==> src/rtl/rule_cfg_master_pkg.sv <==
// Shared types and constants for the rule configuration master.
`default_nettype none

package rule_cfg_master_pkg;

  // Selector values carried in rule address bits [10:8]
  localparam int RULE_SEL_RULE      = 0;
  localparam int RULE_SEL_TYPE      = 1;
  localparam int RULE_SEL_TYPEOFF   = 2;
  localparam int RULE_SEL_KEYOFF    = 3;
  localparam int RULE_SEL_HEADSHIFT = 4;
  localparam int RULE_SEL_METASHIFT = 5;

  typedef enum logic [2:0] {
    ST_IDLE     = 3'd0,
    ST_ISSUE_WR = 3'd1,
    ST_ISSUE_RD = 3'd2,
    ST_RD_WAIT  = 3'd3,
    ST_RESP     = 3'd4
  } state_t;

  typedef struct packed {
    logic        wr;
    logic [31:0] addr;
    logic [31:0] wdata;
  } rule_cmd_t;

  function automatic logic sel_legal(input logic [2:0] sel, input int sel_max);
    return int'(sel) <= sel_max;
  endfunction

endpackage

`default_nettype wire

==> src/rtl/rule_cfg_master_if.sv <==
// Host command/response stream plus rule port of the configuration master.
`default_nettype none

interface rule_cfg_master_if #(
  parameter int CNT_WIDTH = 16
);
  logic                 i_cmd_valid;
  logic                 o_cmd_ready;
  logic                 i_cmd_wr;
  logic [31:0]          i_cmd_addr;
  logic [31:0]          i_cmd_wdata;
  logic                 o_resp_valid;
  logic                 i_resp_ready;
  logic [31:0]          o_resp_rdata;
  logic                 o_resp_err;
  logic                 o_rule_wren;
  logic                 o_rule_rden;
  logic [31:0]          o_rule_addr;
  logic [31:0]          o_rule_wdata;
  logic                 i_rule_rdata_valid;
  logic [31:0]          i_rule_rdata;
  logic [CNT_WIDTH-1:0] o_cmd_cnt;
  logic [CNT_WIDTH-1:0] o_err_cnt;

  modport master (
    input  i_cmd_valid, i_cmd_wr, i_cmd_addr, i_cmd_wdata, i_resp_ready,
           i_rule_rdata_valid, i_rule_rdata,
    output o_cmd_ready, o_resp_valid, o_resp_rdata, o_resp_err,
           o_rule_wren, o_rule_rden, o_rule_addr, o_rule_wdata,
           o_cmd_cnt, o_err_cnt
  );

  modport slave (
    output i_cmd_valid, i_cmd_wr, i_cmd_addr, i_cmd_wdata, i_resp_ready,
           i_rule_rdata_valid, i_rule_rdata,
    input  o_cmd_ready, o_resp_valid, o_resp_rdata, o_resp_err,
           o_rule_wren, o_rule_rden, o_rule_addr, o_rule_wdata,
           o_cmd_cnt, o_err_cnt
  );

endinterface

`default_nettype wire

==> src/rtl/rule_cfg_master.sv <==
// Turns host commands into single-cycle rule write/read strobes and returns
// one response per command, with address checking and a read timeout.
`default_nettype none

module rule_cfg_master
  import rule_cfg_master_pkg::*;
#(
  parameter int RD_TIMEOUT   = 64,
  parameter int ADDR_SEL_MAX = 5,
  parameter int CNT_WIDTH    = 16
) (
  input  logic             i_clk,
  input  logic             i_rst_n,
  rule_cfg_master_if.master bus
);

  localparam int                   TO_W    = (RD_TIMEOUT > 2) ? $clog2(RD_TIMEOUT) : 1;
  // Leaving RD_WAIT at this count puts the error response RD_TIMEOUT cycles after rden
  localparam logic [TO_W-1:0]      TO_LAST = TO_W'(RD_TIMEOUT - 2);
  localparam logic [CNT_WIDTH-1:0] CNT_MAX = '1;

  rule_cmd_t cmd_in;
  assign cmd_in = '{wr: bus.i_cmd_wr, addr: bus.i_cmd_addr, wdata: bus.i_cmd_wdata};

  state_t               state_q;
  logic                 cmd_ready_q;
  logic                 resp_valid_q;
  logic                 resp_err_q;
  logic [31:0]          resp_rdata_q;
  logic                 rule_wren_q;
  logic                 rule_rden_q;
  logic [31:0]          rule_addr_q;
  logic [31:0]          rule_wdata_q;
  logic [TO_W-1:0]      to_cnt_q;
  logic [CNT_WIDTH-1:0] cmd_cnt_q;
  logic [CNT_WIDTH-1:0] err_cnt_q;

  always_ff @(posedge i_clk or negedge i_rst_n) begin
    if (!i_rst_n) begin
      state_q      <= ST_IDLE;
      cmd_ready_q  <= 1'b1;
      resp_valid_q <= 1'b0;
      resp_err_q   <= 1'b0;
      resp_rdata_q <= '0;
      rule_wren_q  <= 1'b0;
      rule_rden_q  <= 1'b0;
      rule_addr_q  <= '0;
      rule_wdata_q <= '0;
      to_cnt_q     <= '0;
      cmd_cnt_q    <= '0;
      err_cnt_q    <= '0;
    end else begin
      case (state_q)
        ST_IDLE: begin
          if (bus.i_cmd_valid && cmd_ready_q) begin
            cmd_ready_q <= 1'b0;
            if (cmd_cnt_q != CNT_MAX) cmd_cnt_q <= cmd_cnt_q + 1'b1;
            if (!sel_legal(cmd_in.addr[10:8], ADDR_SEL_MAX)) begin
              resp_valid_q <= 1'b1;
              resp_err_q   <= 1'b1;
              resp_rdata_q <= '0;
              state_q      <= ST_RESP;
            end else if (cmd_in.wr) begin
              rule_wren_q  <= 1'b1;
              rule_addr_q  <= cmd_in.addr;
              rule_wdata_q <= cmd_in.wdata;
              state_q      <= ST_ISSUE_WR;
            end else begin
              rule_rden_q  <= 1'b1;
              rule_addr_q  <= cmd_in.addr;
              state_q      <= ST_ISSUE_RD;
            end
          end
        end
        ST_ISSUE_WR: begin
          rule_wren_q  <= 1'b0;
          rule_addr_q  <= '0;
          rule_wdata_q <= '0;
          resp_valid_q <= 1'b1;
          resp_err_q   <= 1'b0;
          resp_rdata_q <= '0;
          state_q      <= ST_RESP;
        end
        ST_ISSUE_RD: begin
          rule_rden_q <= 1'b0;
          rule_addr_q <= '0;
          to_cnt_q    <= '0;
          state_q     <= ST_RD_WAIT;
        end
        ST_RD_WAIT: begin
          // Data arriving on the final wait cycle still beats the timeout
          if (bus.i_rule_rdata_valid) begin
            resp_valid_q <= 1'b1;
            resp_err_q   <= 1'b0;
            resp_rdata_q <= bus.i_rule_rdata;
            state_q      <= ST_RESP;
          end else if (to_cnt_q == TO_LAST) begin
            resp_valid_q <= 1'b1;
            resp_err_q   <= 1'b1;
            resp_rdata_q <= '0;
            state_q      <= ST_RESP;
          end else begin
            to_cnt_q <= to_cnt_q + 1'b1;
          end
        end
        ST_RESP: begin
          if (bus.i_resp_ready) begin
            if (resp_err_q && (err_cnt_q != CNT_MAX)) err_cnt_q <= err_cnt_q + 1'b1;
            resp_valid_q <= 1'b0;
            resp_err_q   <= 1'b0;
            resp_rdata_q <= '0;
            cmd_ready_q  <= 1'b1;
            state_q      <= ST_IDLE;
          end
        end
        default: begin
          cmd_ready_q <= 1'b1;
          state_q     <= ST_IDLE;
        end
      endcase
    end
  end

  assign bus.o_cmd_ready  = cmd_ready_q;
  assign bus.o_resp_valid = resp_valid_q;
  assign bus.o_resp_err   = resp_err_q;
  assign bus.o_resp_rdata = resp_rdata_q;
  assign bus.o_rule_wren  = rule_wren_q;
  assign bus.o_rule_rden  = rule_rden_q;
  assign bus.o_rule_addr  = rule_addr_q;
  assign bus.o_rule_wdata = rule_wdata_q;
  assign bus.o_cmd_cnt    = cmd_cnt_q;
  assign bus.o_err_cnt    = err_cnt_q;

endmodule

`default_nettype wire

==> src/flat_wrapper.sv <==
// flat-port wrapper written by rule: the top's interface ports become plain ports
module rule_cfg_master_flat import rule_cfg_master_pkg::*;
#(
  parameter int RD_TIMEOUT   = 64,
  parameter int ADDR_SEL_MAX = 5,
  parameter int CNT_WIDTH    = 16
)
  (i_clk, i_rst_n, bus_i_cmd_valid, bus_i_cmd_wr, bus_i_cmd_addr, bus_i_cmd_wdata, bus_i_resp_ready, bus_i_rule_rdata_valid, bus_i_rule_rdata, bus_o_cmd_ready, bus_o_resp_valid, bus_o_resp_rdata, bus_o_resp_err, bus_o_rule_wren, bus_o_rule_rden, bus_o_rule_addr, bus_o_rule_wdata, bus_o_cmd_cnt, bus_o_err_cnt);
  rule_cfg_master_if #(.CNT_WIDTH(CNT_WIDTH)) bus_i ();
  input  logic i_clk;
  input  logic i_rst_n;
  input wire logic [$bits(bus_i.i_cmd_valid)-1:0] bus_i_cmd_valid;
  input wire logic [$bits(bus_i.i_cmd_wr)-1:0] bus_i_cmd_wr;
  input wire logic [$bits(bus_i.i_cmd_addr)-1:0] bus_i_cmd_addr;
  input wire logic [$bits(bus_i.i_cmd_wdata)-1:0] bus_i_cmd_wdata;
  input wire logic [$bits(bus_i.i_resp_ready)-1:0] bus_i_resp_ready;
  input wire logic [$bits(bus_i.i_rule_rdata_valid)-1:0] bus_i_rule_rdata_valid;
  input wire logic [$bits(bus_i.i_rule_rdata)-1:0] bus_i_rule_rdata;
  output wire logic [$bits(bus_i.o_cmd_ready)-1:0] bus_o_cmd_ready;
  output wire logic [$bits(bus_i.o_resp_valid)-1:0] bus_o_resp_valid;
  output wire logic [$bits(bus_i.o_resp_rdata)-1:0] bus_o_resp_rdata;
  output wire logic [$bits(bus_i.o_resp_err)-1:0] bus_o_resp_err;
  output wire logic [$bits(bus_i.o_rule_wren)-1:0] bus_o_rule_wren;
  output wire logic [$bits(bus_i.o_rule_rden)-1:0] bus_o_rule_rden;
  output wire logic [$bits(bus_i.o_rule_addr)-1:0] bus_o_rule_addr;
  output wire logic [$bits(bus_i.o_rule_wdata)-1:0] bus_o_rule_wdata;
  output wire logic [$bits(bus_i.o_cmd_cnt)-1:0] bus_o_cmd_cnt;
  output wire logic [$bits(bus_i.o_err_cnt)-1:0] bus_o_err_cnt;
  assign bus_i.i_cmd_valid = bus_i_cmd_valid;
  assign bus_i.i_cmd_wr = bus_i_cmd_wr;
  assign bus_i.i_cmd_addr = bus_i_cmd_addr;
  assign bus_i.i_cmd_wdata = bus_i_cmd_wdata;
  assign bus_i.i_resp_ready = bus_i_resp_ready;
  assign bus_i.i_rule_rdata_valid = bus_i_rule_rdata_valid;
  assign bus_i.i_rule_rdata = bus_i_rule_rdata;
  assign bus_o_cmd_ready = bus_i.o_cmd_ready;
  assign bus_o_resp_valid = bus_i.o_resp_valid;
  assign bus_o_resp_rdata = bus_i.o_resp_rdata;
  assign bus_o_resp_err = bus_i.o_resp_err;
  assign bus_o_rule_wren = bus_i.o_rule_wren;
  assign bus_o_rule_rden = bus_i.o_rule_rden;
  assign bus_o_rule_addr = bus_i.o_rule_addr;
  assign bus_o_rule_wdata = bus_i.o_rule_wdata;
  assign bus_o_cmd_cnt = bus_i.o_cmd_cnt;
  assign bus_o_err_cnt = bus_i.o_err_cnt;
  rule_cfg_master #(.RD_TIMEOUT(RD_TIMEOUT), .ADDR_SEL_MAX(ADDR_SEL_MAX), .CNT_WIDTH(CNT_WIDTH)) u_core (.i_clk(i_clk), .i_rst_n(i_rst_n), .bus(bus_i));
endmodule
==> config.mk <==
export PLATFORM = sky130hd
export DESIGN_NAME = rule_cfg_master_flat
export DESIGN_NICKNAME = d
export VERILOG_FILES = /design/src/rtl/rule_cfg_master_pkg.sv /design/src/rtl/rule_cfg_master_if.sv /design/src/rtl/rule_cfg_master.sv /design/src/flat_wrapper.sv
export SDC_FILE = /design/constraint.sdc
export NUM_CORES = 1
export LEC_CHECK = 0
export CAP_MARGIN = 20
export CORE_MARGIN = 3
export CORE_UTILIZATION = 44
export CTS_CLUSTER_DIAMETER = 40
export DETAILED_ROUTE_END_ITERATION = 10
export PLACE_DENSITY = 0.87
export SLEW_MARGIN = 20
export SYNTH_ARGS = -nofsm -noshare
export SYNTH_HDL_FRONTEND = slang
export SYNTH_SLANG_ARGS = --single-unit
==> constraint.sdc <==
create_clock -name i_clk -period 2.15 [get_ports i_clk]
set_input_delay 0.215 -clock i_clk [delete_from_list [all_inputs] [get_ports i_clk]]
set_output_delay 0.215 -clock i_clk [all_outputs]
set_load 0.005 [all_outputs]
==> summary.txt, run 1 <==
Layout
  – Final Util: 0.714
  – Syn-to-layout area delta: 55.0%
  – Share of cells above drive strength 1: 0.0782
  – Layout net count: 874
  – Ant. Diodes: 0

Die
  – Core area: 12900 um2
  – Ports: 235
  – # rows: 41
  – Die ar.: 14900 um2
  – DIE HEIGHT: 122 um
  – Starting Density: 0.461
  – Die width: 122 um

Synthesis
  – Synthesized area: 5930 um2
  – Asr flop ratio synth: 1.00
  – Net Count, Synth: 633
  – Synthesis warning total: 0
  – Synth unique cells: 51
  – Post-synthesis simple-gate area fraction: 0.150
  – Syn Area/Cell: 11.3 um2
  – Post-Synthesis Cells: 527
  – Main synth FF type: dfrtp_1
  – Post-synth EDFFs: 0
  – Post-synthesis mux area share: 0.0162
  – Register area share after synthesis: 0.599
  – Synth Area in Compound Gates: 0.162
  – Synthesized flop and latch total: 142
  – Largest family of logic cells by synthesized area: compound AO/OA/AOI/OAI gates
  – XOR/XNOR share of the synthesized area: 0.0369
  – Adder-cell share of the synthesized area: 0.00844

CTS
  – # resized after CTS: 0
  – CTS root buffer: clkbuf_16
  – Clock transition at path regs: 60 ps
  – CTS tree: done
  – Sink Count: 142
  – Clk_lat worst skew: 410 ps
  – Clock Tree Buf Depth: 2
  – CTS H-tree lvls: 4
  – CTS buffer count: 17

STA
  – RSZ-0062 raised after global routing: false
  – Post-route minimum period: 2000 ps
  – Setup violations, final: 0
  – Final hold vios: 0
  – Hold Slack: 350 ps
  – Final TNS setup: 0 ps
  – Max Clock Freq: 501 MHz
  – Final Cycle Share: 0.929
  – Worst slew margin: 0.621
  – Slew Limit Fails: 0
  – Layout Skew: 11.6 ps
  – Worst slew pin tran: 563 ps

Global routing
  – GRT Residual Overflow: 0
  – Antenna violations before repair: 0
  – Largest net degree at the start of global routing: 78
  – Vias in the first global route: 5127
  – First-pass GRT wire length: 25200 um
  – GRT Total Usage: 0.211

Routing
  – Drt pass-1 iters: 5
  – Starting DRC count in detailed routing: 442
  – Total Wirelength: 15700 um
  – Antenna Violating Nets Remaining: 0
  – Detailed-route wire length per cell: 16.5 um
  – DRC Markers: 0
  – DR vias: 5015
  – Vias/cell: 5.27

Worst setup path
  – Slowest cell on the critical path: nor4_1
  – Worst EP required: 2430 ps
  – Worst path cell trace: ha_1 -> nand4_1 -> nor4_1 -> nor2_1 -> mux2_1
  – Crit start category: flop
  – Crit-path max cell delay: 570 ps
  – Arrival time worst endpoint: 2280 ps
  – Crit path max fanout: 4
  – Critical path class: flop to flop
  – Crit path capture type: flop

Run status
  – Run status: completed

Pwr
  – Peak supply drop: 0.000529 V
  – Final total power: 0.0106 W
  – Leak: 4.10 nW
  – PwrDens: 1160 nW/um2

Placed design
  – Dpl hpwl: 11400 um
  – Routability cong.: 0.813
  – Port Buffers: 234

Worst hold path
  – Hold crit path type: input port to flop

Run
  – Max Cap Viol: 0
==> final timing paths <==
check | from | end | slack, ps | depth (start not counted)
worst max-delay path | u_core.bus.o_cmd_cnt[1] | u_core.bus.o_cmd_cnt[1] | 150 | 5
worst min-delay path | bus_i_cmd_addr[1] | u_core.bus.o_rule_addr[1] | 350 | 3
worst max register to register | u_core.bus.o_cmd_cnt[1] | u_core.bus.o_cmd_cnt[1] | 150 | 5
worst min register to register | u_core.bus.o_rule_wren | u_core.bus.o_rule_wren | 480 | 1
max in group asynchronous | i_rst_n | u_core.bus.o_cmd_ready | 1400 | 3
min in group asynchronous | i_rst_n | u_core.bus.o_cmd_cnt[12] | 370 | 3
==> where the power goes <==
part / internal, W / leakage (nW) / switching, W
clock network: 0.00180 / 0.279 / 0.00109
registers: 0.00342 / 1.86 / 0.000551
logic: 0.00211 / 1.97 / 0.00164
==> Yosys cell counts, types with 3 or more instances <==
cell | number | area (um2)
dfrtp_1 | 141 | 3530
nand2_1 | 90 | 338
a22o_1 | 64 | 561
o21ai_1 | 38 | 190
clkbuf_1 | 27 | 101
xor2_1 | 22 | 193
nor2_1 | 17 | 63.8
a21oi_1 | 11 | 55.1
nor4_1 | 10 | 62.6
nand3_1 | 9 | 45.0
inv_1 | 8 | 30.0
nand4_1 | 8 | 50.1
nor3_1 | 7 | 35.0
mux2_1 | 5 | 56.3
or3_1 | 5 | 31.3
a211oi_1 | 4 | 30.0
ha_1 | 4 | 50.1
mux2i_1 | 4 | 40.0
and4_1 | 3 | 26.3
nand2b_1 | 3 | 18.8
nor3b_1 | 3 | 22.5
nor4b_1 | 3 | 26.3
xnor2_1 | 3 | 26.3
==> through the flow <==
| step | setup WS (ps) | cells | instance area [um2] |
|---|---|---|---|
| detailed placement | 29.6 | 920 | 8600 |
| floorplan | 180 | 527 | 5930 |
| CTS | 164 | 952 | 9190 |
| global route | 34.0 | 952 | 9190 |
| finish | 153 | 952 | 9190 |
| global placement | 66.4 | 920 | 8600 |
==> per-layer routing <==
layer,vias up,part of all wire,GRT usage
met4,0,0.020,0.0742
met3,28,0.075,0.0562
li1,2371,-,-
met2,209,0.49,0.357
met5,-,0,0
met1,2407,0.41,0.263
==> worst max-delay path, delay by kind of cell, from the launching register on <==
kind                     cells  cell delay [ps]
AND/OR/NAND/NOR              3              910
adder cells (fa/ha/maj)      1              220
flip-flops                   1              410
multiplexers                 1              340
==> flip-flops by register name, summed over array words and instances, names as in the netlist, 3 cells and up <==
name                     flops
u_core.bus.o_cmd_cnt        16
u_core.bus.o_err_cnt        16
u_core.bus.o_resp_rdata     32
u_core.bus.o_rule_addr      32
u_core.bus.o_rule_wdata     32
u_core.state_q               3
u_core.to_cnt_q              6
==> logic make-up after synthesis <==
logic type               Yosys count
buffers and inverters             40
XOR/XNOR                          25
multiplexers                       9
AND/OR/NAND/NOR                  174
AO/OA/AOI/OAI                    133
adder cells (fa/ha/maj)            4
flip-flops                       142
==> layout by cell type (no fill, tap or decap), types with 8 or more instances in the layout <==
cell type | synthesis | layout
a21oi_1 | 11 | 10
a22o_1 | 64 | 64
buf_4 | 0 | 11
clkbuf_16 | 0 | 17
clkdlybuf4s50_1 | 0 | 233
dfrtp_1 | 141 | 141
inv_1 | 8 | 8
nand2_1 | 90 | 90
nand3_1 | 9 | 9
nand4_1 | 8 | 8
nor2_1 | 17 | 17
nor4_1 | 10 | 10
o21ai_1 | 38 | 38
xor2_1 | 22 | 22
==> area by class of cell <==
cell class / instances / area, um2
multi-input cells: 345 / 2240
well taps: 172 / 215
flip-flops and latches: 142 / 3550
fillers: 866 / 3680
repair buffers: 252 / 2560
clock inverters: 9 / 110
inverters: 10 / 37.5
clock buffers: 22 / 474
==> what timing repair did <==
action	in CTS	in global routing
endpoints found under the hold margin	141	0
buffers inserted	0	0
hold buffers	1	0
endpoints found under the setup margin	0	0
Power figures use the tool's default switching activity.
==> run 2: changes to the inputs <==
--- a/config.mk
+++ b/config.mk
@@ -6,11 +6,13 @@
 export NUM_CORES = 1
 export LEC_CHECK = 0
 export CAP_MARGIN = 20
+export CORE_ASPECT_RATIO = 0.8
 export CORE_MARGIN = 3
 export CORE_UTILIZATION = 44
 export CTS_CLUSTER_DIAMETER = 40
 export DETAILED_ROUTE_END_ITERATION = 10
 export PLACE_DENSITY = 0.87
+export REMOVE_ABC_BUFFERS = 1
 export SLEW_MARGIN = 20
 export SYNTH_ARGS = -nofsm -noshare
 export SYNTH_HDL_FRONTEND = slang
==> summary.txt, run 2 (synthesized netlist as in run 1, its figures left out) <==
Run status
  – Run status: completed

Global routing
  – Antenna violations before repair: 0 (unchanged)
  – GRT Total Usage: 0.222 (+0.0106)
  – First-pass GRT wire length: 25900 um (+2.9%)
  – Vias in the first global route: 5123 (-0.078%)
  – GRT Residual Overflow: 0 (unchanged)
  – Largest net degree at the start of global routing: 65 (-17%)

Pwr
  – Share of total power in sequential cells: 0.380 (+0.006)
  – Clock power share: 0.259 (-0.013)
  – PwrDens: 1140 nW/um2 (-0.91%)
  – Int Pwr: 0.00711 W (-3.0%)
  – Sw power: 0.00336 W (+2.2%)
  – Leak: 4.08 nW (-0.69%)
  – Sw frac: 0.321 (+0.0112)
  – Peak supply drop: 0.000761 V (+44%)
  – Gate power share: 0.361 (+0.007)

Routing
  – Starting DRC count in detailed routing: 186 (-58%)
  – Detailed-route wire length per cell: 17.0 um (+2.7%)
  – Total Wirelength: 16200 um (+3.2%)
  – Drt pass-1 iters: 5 (unchanged)
  – DRC Markers: 0 (unchanged)
  – Antenna Violating Nets Remaining: 0 (unchanged)
  – DR vias: 5019 (+0.080%)
  – Vias/cell: 5.25 (-0.34%)

CTS
  – # resized after CTS: 0 (unchanged)
  – CTS tree: done
  – Clk_lat worst skew: 420 ps (about the same)
  – CTS H-tree lvls: 4 (unchanged)
  – Clock Tree Buf Depth: 2 (unchanged)
  – CTS buffer count: 17 (unchanged)
  – CTS root buffer: clkbuf_16
  – Clock transition at path regs: 60 ps (about the same)
  – Sink Count: 142 (unchanged)

Die
  – # rows: 37 (-9.8%)
  – Ports: 235 (unchanged)
  – Starting Density: 0.456 (-0.00470)
  – Die ar.: 14900 um2 (about the same)
  – Die width: 136 um (+11%)
  – Core area: 13000 um2 (+1.0%)
  – DIE HEIGHT: 110 um (-10%)

STA
  – Post-route minimum period: 1970 ps (-31.2 ps)
  – Worst slew pin tran: 665 ps (+102 ps)
  – Worst slew margin: 0.553 (-0.0686)
  – Slew Limit Fails: 0 (unchanged)
  – Setup WS post-layout: 184 ps (+31.2 ps)
  – Final TNS setup: 0 ps (unchanged)
  – RSZ-0062 raised after global routing: false
  – Final hold vios: 0 (unchanged)
  – Layout Skew: 9.36 ps (-2.22 ps)
  – Final Cycle Share: 0.914 (-0.0145)
  – Hold Slack: 293 ps (-57.8 ps)
  – Setup violations, final: 0 (unchanged)
  – Max Clock Freq: 509 MHz (+1.6%)

Layout
  – Layout net count: 874 (unchanged)
  – Syn-to-layout area delta: 54.3%
  – Ant. Diodes: 0 (unchanged)
  – Commonest non-fill, non-tap cell in the layout: clkdlybuf4s50_1
  – Fill count: 892 (+3.0%)
  – Register area: 3550 um2 (unchanged)
  – Multi-input logic area: 2240 um2 (unchanged)
  – Share of cells above drive strength 1: 0.0794 (+0.00118)
  – Final Util: 0.703 (-0.0105)
  – Commonest cells after routing, fill and taps aside: 233 x clkdlybuf4s50_1, 141 x dfrtp_1, 90 x nand2_1, 64 x a22o_1, 38 x o21ai_1

Worst setup path
  – Crit path max fanout: 6 (+2)
  – Arrival time worst endpoint: 2300 ps (+20 ps)
  – Critical path class: flop to flop
  – Crit path capture type: flop
  – Crit start category: flop
  – Worst EP required: 2490 ps (+60 ps)
  – R2r worst-path depth: 5 (unchanged)

Worst hold path
  – Hold crit path type: input port to async pin

Placed design
  – Routability cong.: 0.818 (+0.62%)
  – Dpl hpwl: 11400 um (+0.45%)
  – Port Buffers: 234 (unchanged)
  – Pre-CTS setup slack: -15.6 ps (-45.2 ps)

Run
  – Max Cap Viol: 0 (unchanged)
run 2: path summary, 6_finish.rpt:
kind / from / end / slack, ps
max in group asynchronous: i_rst_n / u_core.bus.o_resp_rdata[26] / 1070
max reg2reg: u_core.bus.o_cmd_ready / u_core.bus.o_cmd_cnt[7] / 180
min: i_rst_n / u_core.bus.o_rule_wdata[10] / 290
min in group i_clk: bus_i_cmd_addr[11] / u_core.bus.o_rule_addr[11] / 330
max: u_core.bus.o_cmd_ready / u_core.bus.o_cmd_cnt[7] / 180
min reg2reg: u_core.bus.o_rule_wren / u_core.bus.o_rule_wren / 470
run 2: final cells by class:
type                            instances  share of cell area
Tap cell                              175              0.0239
Clock inverter                         13              0.0129
Multi-Input combinational cell        345               0.245
Inverter                               10             0.00410
Sequential cell                       142               0.388
Timing Repair Buffer                  252               0.278
Clock buffer                           19              0.0473
run 2: worst max-delay path, cell delays in order (launching register included):
cell	delay, ps
dfstp_2	610
nand4bb_4	130
or4_1	560
buf_4	190
a211oi_2	220
xor2_1	180
run 2: power groups by stage:
stage	clock network [W]	registers [W]	logic [W]
after floorplan	0	0.00400	0.00145
after global placement	0	0.00397	0.00364
after detailed placement	0	0.00401	0.00378
after CTS	0.00277	0.00397	0.00382
after global routing	0.00288	0.00408	0.00416
final	0.00271	0.00398	0.00378
run 2: repair_timing:
action | in CTS | in global routing
endpoints found under the hold margin | 45 | 0
hold buffers | 1 | 0
buffers inserted | 0 | 0
run 2: metrics by stage:
stage / cell area (um2) / power [W] / instances
2_1_floorplan: 5810 / 0.00546 / 497
3_3_place_gp: 8590 / 0.00761 / 923
3_5_place_dp: 8590 / 0.00779 / 923
4_1_cts: 9150 / 0.0106 / 956
5_1_grt: 9150 / 0.0111 / 956
6_report: 9150 / 0.0105 / 956
run 2: metal layers:
metal  up-vias  wire length [um]  track usage
li1       2376                 -            -
met1      2420              6790        0.279
met2       197              7710        0.362
met3        26              1450       0.0704
met4         0               285       0.0842
met5         -                 0            0
